**src/rtl/noc_pkg.sv**
```systemverilog
// Shared NoC router types: port indices and the flit payload carried on links.
package noc_pkg;

  localparam int unsigned PORT_NUM = 5;
  localparam int unsigned VC_W     = 2;
  localparam int unsigned DATA_W   = 32;

  // Port index i is the requester index i inside each output arbiter
  typedef enum logic [2:0] {
    LOCAL = 3'd0,
    NORTH = 3'd1,
    SOUTH = 3'd2,
    WEST  = 3'd3,
    EAST  = 3'd4
  } port_t;

  typedef enum logic [1:0] {
    HEAD     = 2'd0,
    BODY     = 2'd1,
    TAIL     = 2'd2,
    HEADTAIL = 2'd3
  } flit_label_t;

  typedef struct packed {
    flit_label_t       flit_label;
    logic [VC_W-1:0]   vc_id;
    logic [DATA_W-1:0] data;
  } flit_t;

endpackage

```
**src/rtl/noc_output_port_arbiter.sv**
```systemverilog
// Per-output-port switch allocator: round-robin packet-granular arbitration
// among NUM_REQ inputs, wormhole locking HEAD..TAIL, credit-gated forwarding.
//
// Ports:
//   clk, rst          clock, synchronous active-high reset
//   req_valid_i       per-input flit valid
//   req_flit_i        per-input flit (packed array of flit_t)
//   req_ready_o       per-input accept, combinational from inputs and state
//   out_valid_o       registered output flit valid
//   out_flit_o        registered output flit (holds when not valid)
//   credit_return_i   one downstream buffer slot freed this cycle
//   grant_o           one-hot packet owner while locked, zero when idle
//   locked_o          packet in progress
//   credits_o         current credit count
//   err_o             sticky protocol / credit overflow error
module noc_output_port_arbiter #(
  parameter int unsigned NUM_REQ      = noc_pkg::PORT_NUM,
  parameter int unsigned BUFFER_DEPTH = 8,
  parameter int unsigned CREDIT_W     = $clog2(BUFFER_DEPTH + 1)
) (
  input  logic                                clk,
  input  logic                                rst,
  input  logic [NUM_REQ-1:0]                  req_valid_i,
  input  noc_pkg::flit_t [NUM_REQ-1:0]        req_flit_i,
  output logic [NUM_REQ-1:0]                  req_ready_o,
  output logic                                out_valid_o,
  output noc_pkg::flit_t                      out_flit_o,
  input  logic                                credit_return_i,
  output logic [NUM_REQ-1:0]                  grant_o,
  output logic                                locked_o,
  output logic [CREDIT_W-1:0]                 credits_o,
  output logic                                err_o
);

  localparam int unsigned IDX_W = (NUM_REQ > 1) ? $clog2(NUM_REQ) : 1;

  typedef enum logic {
    IDLE   = 1'b0,
    LOCKED = 1'b1
  } state_t;

  state_t                r_state, w_state_n;
  logic [IDX_W-1:0]      r_owner, w_owner_n;
  logic [IDX_W-1:0]      r_rr_ptr, w_rr_n;
  logic [CREDIT_W-1:0]   r_credits, w_credits_n;
  logic                  r_out_valid;
  noc_pkg::flit_t        r_out_flit;
  logic [NUM_REQ-1:0]    r_grant;
  logic                  r_err;

  logic [NUM_REQ-1:0]    w_eligible;
  logic                  w_found;
  logic [IDX_W-1:0]      w_winner;
  int unsigned           w_idx;
  logic                  w_has_credit;
  logic                  w_xfer;
  noc_pkg::flit_t        w_xfer_flit;
  logic                  w_err_set;

  assign w_has_credit = (r_credits != '0);

  // Only packet-opening flits may compete for the link
  always_comb begin
    w_eligible = '0;
    for (int unsigned i = 0; i < NUM_REQ; i++) begin
      w_eligible[i] = req_valid_i[i] &&
                      ((req_flit_i[i].flit_label == noc_pkg::HEAD) ||
                       (req_flit_i[i].flit_label == noc_pkg::HEADTAIL));
    end
  end

  // Round-robin search starting just after the last packet's owner
  always_comb begin
    w_found  = 1'b0;
    w_winner = '0;
    w_idx    = 0;
    for (int unsigned k = 1; k <= NUM_REQ; k++) begin
      w_idx = (32'(r_rr_ptr) + k) % NUM_REQ;
      if (!w_found && w_eligible[IDX_W'(w_idx)]) begin
        w_found  = 1'b1;
        w_winner = IDX_W'(w_idx);
      end
    end
  end

  // Next state, handshake, forwarding and credit bookkeeping
  always_comb begin
    w_state_n   = r_state;
    w_owner_n   = r_owner;
    w_rr_n      = r_rr_ptr;
    w_credits_n = r_credits;
    req_ready_o = '0;
    w_xfer      = 1'b0;
    w_xfer_flit = '0;
    w_err_set   = 1'b0;

    case (r_state)
      IDLE: begin
        // Without credit the winner is computed but nothing is committed
        if (w_found && w_has_credit) begin
          req_ready_o[w_winner] = 1'b1;
          w_xfer      = 1'b1;
          w_xfer_flit = req_flit_i[w_winner];
          if (w_xfer_flit.flit_label == noc_pkg::HEAD) begin
            w_state_n = LOCKED;
            w_owner_n = w_winner;
          end else begin
            w_rr_n = w_winner;
          end
        end
      end
      LOCKED: begin
        req_ready_o[r_owner] = w_has_credit;
        if (req_valid_i[r_owner] && w_has_credit) begin
          w_xfer      = 1'b1;
          w_xfer_flit = req_flit_i[r_owner];
          case (w_xfer_flit.flit_label)
            noc_pkg::TAIL: begin
              w_state_n = IDLE;
              w_rr_n    = r_owner;
            end
            noc_pkg::HEADTAIL: begin
              w_state_n = IDLE;
              w_rr_n    = r_owner;
              w_err_set = 1'b1;
            end
            // A second HEAD is flagged but the packet stays open
            noc_pkg::HEAD: w_err_set = 1'b1;
            default: ;
          endcase
        end
      end
      default: w_state_n = IDLE;
    endcase

    case ({w_xfer, credit_return_i})
      2'b10: w_credits_n = r_credits - CREDIT_W'(1);
      2'b01: begin
        if (r_credits == CREDIT_W'(BUFFER_DEPTH)) begin
          w_err_set = 1'b1;
        end else begin
          w_credits_n = r_credits + CREDIT_W'(1);
        end
      end
      default: ;
    endcase
  end

  // State and output registers
  always_ff @(posedge clk) begin
    if (rst) begin
      r_state     <= IDLE;
      r_owner     <= '0;
      r_rr_ptr    <= IDX_W'(NUM_REQ - 1);
      r_credits   <= CREDIT_W'(BUFFER_DEPTH);
      r_out_valid <= 1'b0;
      r_out_flit  <= '0;
      r_grant     <= '0;
      r_err       <= 1'b0;
    end else begin
      r_state     <= w_state_n;
      r_owner     <= w_owner_n;
      r_rr_ptr    <= w_rr_n;
      r_credits   <= w_credits_n;
      r_out_valid <= w_xfer;
      if (w_xfer) begin
        r_out_flit <= w_xfer_flit;
      end
      r_grant     <= (w_state_n == LOCKED) ? (NUM_REQ'(1) << w_owner_n) : '0;
      if (w_err_set) begin
        r_err <= 1'b1;
      end
    end
  end

  assign out_valid_o = r_out_valid;
  assign out_flit_o  = r_out_flit;
  assign grant_o     = r_grant;
  assign locked_o    = (r_state == LOCKED);
  assign credits_o   = r_credits;
  assign err_o       = r_err;

endmodule

```
**config.mk**
```make
export PLATFORM = sky130hd
export DESIGN_NAME = noc_output_port_arbiter
export DESIGN_NICKNAME = d
export VERILOG_FILES = /design/src/rtl/noc_pkg.sv /design/src/rtl/noc_output_port_arbiter.sv
export SDC_FILE = /design/constraint.sdc
export NUM_CORES = 1
export LEC_CHECK = 0
export ABC_AREA = 1
export ABC_CLOCK_PERIOD_IN_PS = 8250
export CAP_MARGIN = 40
export CORE_MARGIN = 8
export CORE_UTILIZATION = 51
export CTS_CLUSTER_SIZE = 16
export DETAILED_ROUTE_END_ITERATION = 10
export GPL_TIMING_DRIVEN = 0
export PLACE_DENSITY = 0.95
export SYNTH_ARGS = -nofsm -noshare
export SYNTH_HDL_FRONTEND = slang
export SYNTH_SLANG_ARGS = --single-unit
```
**constraint.sdc**
```tcl
create_clock -name clk -period 8.25 [get_ports clk]
set_clock_uncertainty 0.05 [all_clocks]
set_input_delay 1.65 -clock clk [delete_from_list [all_inputs] [get_ports clk]]
set_output_delay 1.65 -clock clk [all_outputs]
set_load 0.05 [all_outputs]
```
-- After elaboration in Yosys (flattened, before gate mapping)
Index checks and enable logic that the tools add are counted.
- flip-flop bits (word level): 54
- input bits: 188
- output and inout bits: 53
- add/sub/neg operators: 7
- div/mod/pow operators: 5
- magnitude comparators: 9
- equal/unequal tests: 15
- shifts and indexed selects: 1
- mux-type cells: 58
- bitwise operators: 3
- reductions and logical operators: 36
- operators by type and width (operator ; count):
    binary-select mux 36 bit (select 3 bit) ; 2
    remainder unit 32 x 3 -> 32 bit (second input constant) ; 5
    two-way mux 36 bit ; 4
    one-hot mux 36 bit (2 select lines) ; 1
    two-way mux 3 bit ; 12
    < comparator 3 x 4 -> 1 bit (second input constant) ; 7
    two-way mux 1 bit ; 24
    binary-select mux 1 bit (select 3 bit) ; 6
    equality test 2 bit (second input constant) ; 8
    zero test 2 bit ; 7
    logical AND 1 bit ; 13
    one-hot mux 5 bit (2 select lines) ; 1
    adder 3 x 2 -> 4 bit (second input constant) ; 2
    adder 3 x 3 -> 4 bit (second input constant) ; 2
    != test 2 bit (second input constant) ; 4
    one-hot mux 4 bit (2 select lines) ; 1
    demux 1 bit (select 3 bit) ; 2
    greater-or-equal comparator 3 x 1 -> 1 bit (second input constant) ; 2
    one-hot mux 3 bit (2 select lines) ; 1
    OR reduction 2 bit ; 3
    bitwise AND 5 bit ; 1
    logical OR 1 bit ; 5
    two-way mux 5 bit ; 1
    left shift 1 x 3 -> 5 bit (first input constant) ; 1
    14 further kinds ; 19

-- Depth between registers and ports, before layout
- word-level depth: 26
- depth in mapped cells: 39
- depth with buffers taken out: 38

-- Worst setup path before layout
No wires, ideal clock.
- path type: register to output
- from: register r_rr_ptr[0]
- to: output req_ready_o[4]
- data arrival time: 4.889 ns
- required time: 6.550 ns
- path slack: 1.661 ns
- cell stages (with the launch flop): 28
- buffers on the path: 2
- path through: dfxtp_1 > buf_4 > inv_1 > ha_1 > inv_1 > ha_1 > nor2_1 > nand3_1 > nand2_1 > xor2_1 > ha_1 > nand2_1 > nand2_1 > nand3_1 > nand2_2 > nand2_1 > nand3_1 > nand2_1 > nand2_1 > nand2_2 > nor2_4 > nand2_2 > clkinv_2 > nand3_1 > nand2_2 > inv_1 > buf_2 > o21ai_0
- longest elaborated chain between the ends: 23
- ends and longest elaborated chain (item ; RTL line ; RTL):
    from (decl) ; noc_output_port_arbiter.sv:44 ; logic [IDX_W-1:0] r_rr_ptr, w_rr_n;
    from (signal assigned) ; noc_output_port_arbiter.sv:154 ; r_rr_ptr <= IDX_W'(NUM_REQ - 1);
    from (signal assigned) ; noc_output_port_arbiter.sv:163 ; r_rr_ptr <= w_rr_n;
    adder 3 x 1 -> 4 bit ; noc_output_port_arbiter.sv:78 ; w_idx = (32'(r_rr_ptr) + k) % NUM_REQ;
    remainder unit 32 x 3 -> 32 bit ; noc_output_port_arbiter.sv:78 ;
    binary-select mux 1 bit (select 3 bit) ; noc_output_port_arbiter.sv:79 ; if (!w_found && w_eligible[IDX_W'(w_idx)]) begin
    two-way mux 1 bit (not written as such) ; noc_output_port_arbiter.sv:79 ;
    two-way mux 1 bit ; noc_output_port_arbiter.sv:79 ;
    zero test 1 bit ; noc_output_port_arbiter.sv:79 ;
    logical AND 1 bit ; noc_output_port_arbiter.sv:79 ;
    two-way mux 1 bit ; noc_output_port_arbiter.sv:79 ;
    [... 7 more ...] ; n/a ;
    logical AND 1 bit ; noc_output_port_arbiter.sv:79 ;
    two-way mux 3 bit ; noc_output_port_arbiter.sv:79 ;
    < comparator 3 x 4 -> 1 bit (not written as such) / greater-or-equal comparator 3 x 1 -> 1 bit (equally long branches) ; noc_output_port_arbiter.sv:101 ; req_ready_o[w_winner] = 1'b1;
    logical AND 1 bit (not written as such) ; noc_output_port_arbiter.sv:101 ;
    two-way mux 1 bit (not written as such) ; noc_output_port_arbiter.sv:101 ;
    demux 1 bit (select 3 bit) ; noc_output_port_arbiter.sv:101 ;
    two-way mux 5 bit * ; noc_output_port_arbiter.sv:100 ; if (w_found && w_has_credit) begin
    one-hot mux 5 bit (2 select lines) * ; noc_output_port_arbiter.sv:97 ; case (r_state)
    to (decl) ; noc_output_port_arbiter.sv:25 ; output logic [NUM_REQ-1:0] req_ready_o,
Mark *: on every way between the ends. The rest lies on a longest branch, timed or not. The select of a mux whose other input is x is not followed.

-- Final worst setup path
- from: register r_rr_ptr[0]
- to: output req_ready_o[0]
The elaborated chain is that of the path after synthesis.

==> flow_metrics.tcl <==
set metrics [dict create \
    synthSimpleGateAreaFrac 0.351 \
    cts_htree_levels 2 \
    cp_data_required_time_ns 6.55 \
    synthMuxAreaShare 0 \
    outcome "completed" \
    tns_ns 0 \
    wl_um 34400 \
    area_delta_synth_final_pct 40.1 \
    critical-path-slowest-cell "clkdlybuf4s50_1" \
    critPathLaunchType "register" \
    gp_congestion 1.02 \
    yosys_register_bits 54 \
    pin_count 241 \
    cts_setup_buffers 0 \
    drc 0 \
    ys_top_cells_by_area "nand2_1 (16%), dfxtp_1 (15%), a21oi_1 (11%)" \
    rsz0062_at_grt "no" \
    nets 1684 \
    netlist_area_um2 6990 \
    antenna_found_initial 5 \
    synthArstFlopShare 0 \
    dieArea_um2 17700 \
    track_usage 0.380 \
    die_w_um 133 \
    grt_pass1_vias 9985 \
    start_util 0.526 \
    place_area_um2 9610 \
    cts_buffers 5 \
    cts_tree "built" \
    grt_max_degree 19 \
    drtPass1Iterations 7 \
    layout_common_cells "nand2_1 (298), clkdlybuf4s50_1 (237), a21oi_1 (156)" \
    setup_viol_count_final 0 \
    die_h_um 133 \
    synth_top_family_by_area "simple AND/OR/NAND/NOR gates" \
    crit_top_cell "nand2_1" \
    syn_area_per_cell_um2 5.76 \
    final_max_slew_viol_count 0 \
    hold_class "reg2reg" \
    stdcell_area_um2 9790 \
    cts.clk_slew.worst_paths_ns 0.08 \
    path_class "reg2out" \
    core_um2 13300 \
    num_vias 10000 \
    tightest_slew_ns 0.882 \
    final_common_cell "nand2_1" \
    syn-instance-count 1214 \
    drive_gt1_frac 0.0671 \
    synth_top_area_cell "nand2_1" \
    grt_pass1_wl_um 54000 \
    synth_compound_area_frac 0.295 \
    synthXorXnorAreaFrac 0.0100 \
    max_slew_margin 0.406 \
    clock.fmax_ghz 0.127 \
    final_core_util 0.736 \
    arrival_ns 6.16 \
    path_max_fanout 12 \
    clk_latency_ns 0.31 \
    cap_violations 0 \
    io_buffers 240 \
    register_area_um2 1080 \
    root_buffer "clkbuf_16" \
    dp_hpwl_um 27100 \
    synth_edf_count 0 \
    min_period_ns 7.86 \
    antenna_left 0 \
    drtIter0Drc 1440 \
    fin_ws_ns 0.385 \
    yosysWarnings 0 \
    multiInputGateArea_um2 5050 \
    post-route-period-util 0.953 \
    num-fill-cells 1147 \
    cts_buffer_depth 2 \
    critPathCaptureType "output port" \
    finalHoldViolCount 0 \
    synth.distinct_cells 49 \
    pre_cts_ws_ns 0.630 \
    yosysSeqAreaShare 0.155 \
    wl_per_cell_um 21.0 \
    rows 42 \
    crit_family "buffers and inverters" \
    viasPerCell 6.13 \
    synthesis.nets 1438 \
    cp_slowest_stage_delay_ns 0.84 \
    synth_top_area_frac 0.160 \
    synthFlopType "dfxtp_1" \
    gr-total-overflow 0 \
    path_buf_inv 8 \
    clock_sinks 54 \
    synthAdderAreaFrac 0.0666 \
]
-- flip-flops by register name (all words and copies together), names as in the netlist --
signal / count
r_owner: 3
out_flit_o: 36
grant_o: 5
r_rr_ptr: 3
err_o: 1
out_valid_o: 1
locked_o: 1
credits_o: 4
-- stage by stage --
stage / cells / hold slack, ns
6_report: 1639 / 0.446
5_1_grt: 1638 / 0.473
4_1_cts: 1638 / 0.442
3_5_place_dp: 1630 / 0.429
3_3_place_gp: 1630 / 0.415
2_1_floorplan: 1214 / 0.488
-- path summary, 6_finish.rpt --
kind	from	to	slack [ns]	cells past startpoint
worst max-delay path	r_rr_ptr[0]	req_ready_o[0]	0.39	29
worst min-delay path	out_flit_o[10]	out_flit_o[10]	0.45	2
worst max register to register	r_rr_ptr[0]	credits_o[3]	2.31	34
worst min register to register	out_flit_o[10]	out_flit_o[10]	0.45	2
-- synthesized netlist by cell type (all sizes together) (15+ instances only) --
| library cell | n |
|---|---|
| o21ai | 145 |
| ha | 34 |
| nand2 | 326 |
| o41ai | 21 |
| clkbuf | 41 |
| o22ai | 18 |
| buf | 34 |
| nor3 | 23 |
| inv | 118 |
| a21oi | 159 |
| nand4 | 15 |
| dfxtp | 54 |
| nor2 | 79 |
| nand3 | 101 |
-- logic make-up after synthesis --
family | count (synthesis)
and+or+nand+nor | 550
AOI/OAI and AO/OA | 371
buffers and inverters | 195
DFF | 54
adders and majority gates | 36
xor gates and xnor gates | 8
-- final cells by class --
class                           count  share of cell area
Tap cell                          176              0.0225
Buffer                             74              0.0403
Antenna cell                        2            0.000511
Clock inverter                      3             0.00486
Multi-Input combinational cell    965               0.516
Timing Repair Buffer              240               0.246
Sequential cell                    54               0.110
Inverter                          120              0.0466
Clock buffer                        5              0.0128
-- repair_timing --
item,in CTS,in global routing
resized for setup,0,3
hold buffers,0,0
endpoints found under the setup margin,0,5
-- worst reg2reg max path: cells and delay by family, from the launching register on --
kind | cells | cell delay (ns)
AO/OA/AOI/OAI | 5 | 0.64
XOR/XNOR | 1 | 0.33
adder cells (fa/ha/maj) | 4 | 1.36
buffers and inverters | 5 | 0.90
flip-flops | 1 | 0.58
AND/OR/NAND/NOR | 19 | 1.96
-- per-layer routing --
layer	vias to the layer above	part of all wire	track usage
li1	4615	-	-
met3	160	0.13	0.107
met4	6	0.060	0.211
met2	799	0.45	0.618
met1	4469	0.36	0.440
met5	-	0.0013	0
Power is not shown: default switching activity piles up to over one toggle a cycle in this logic, so the estimate is an artifact.
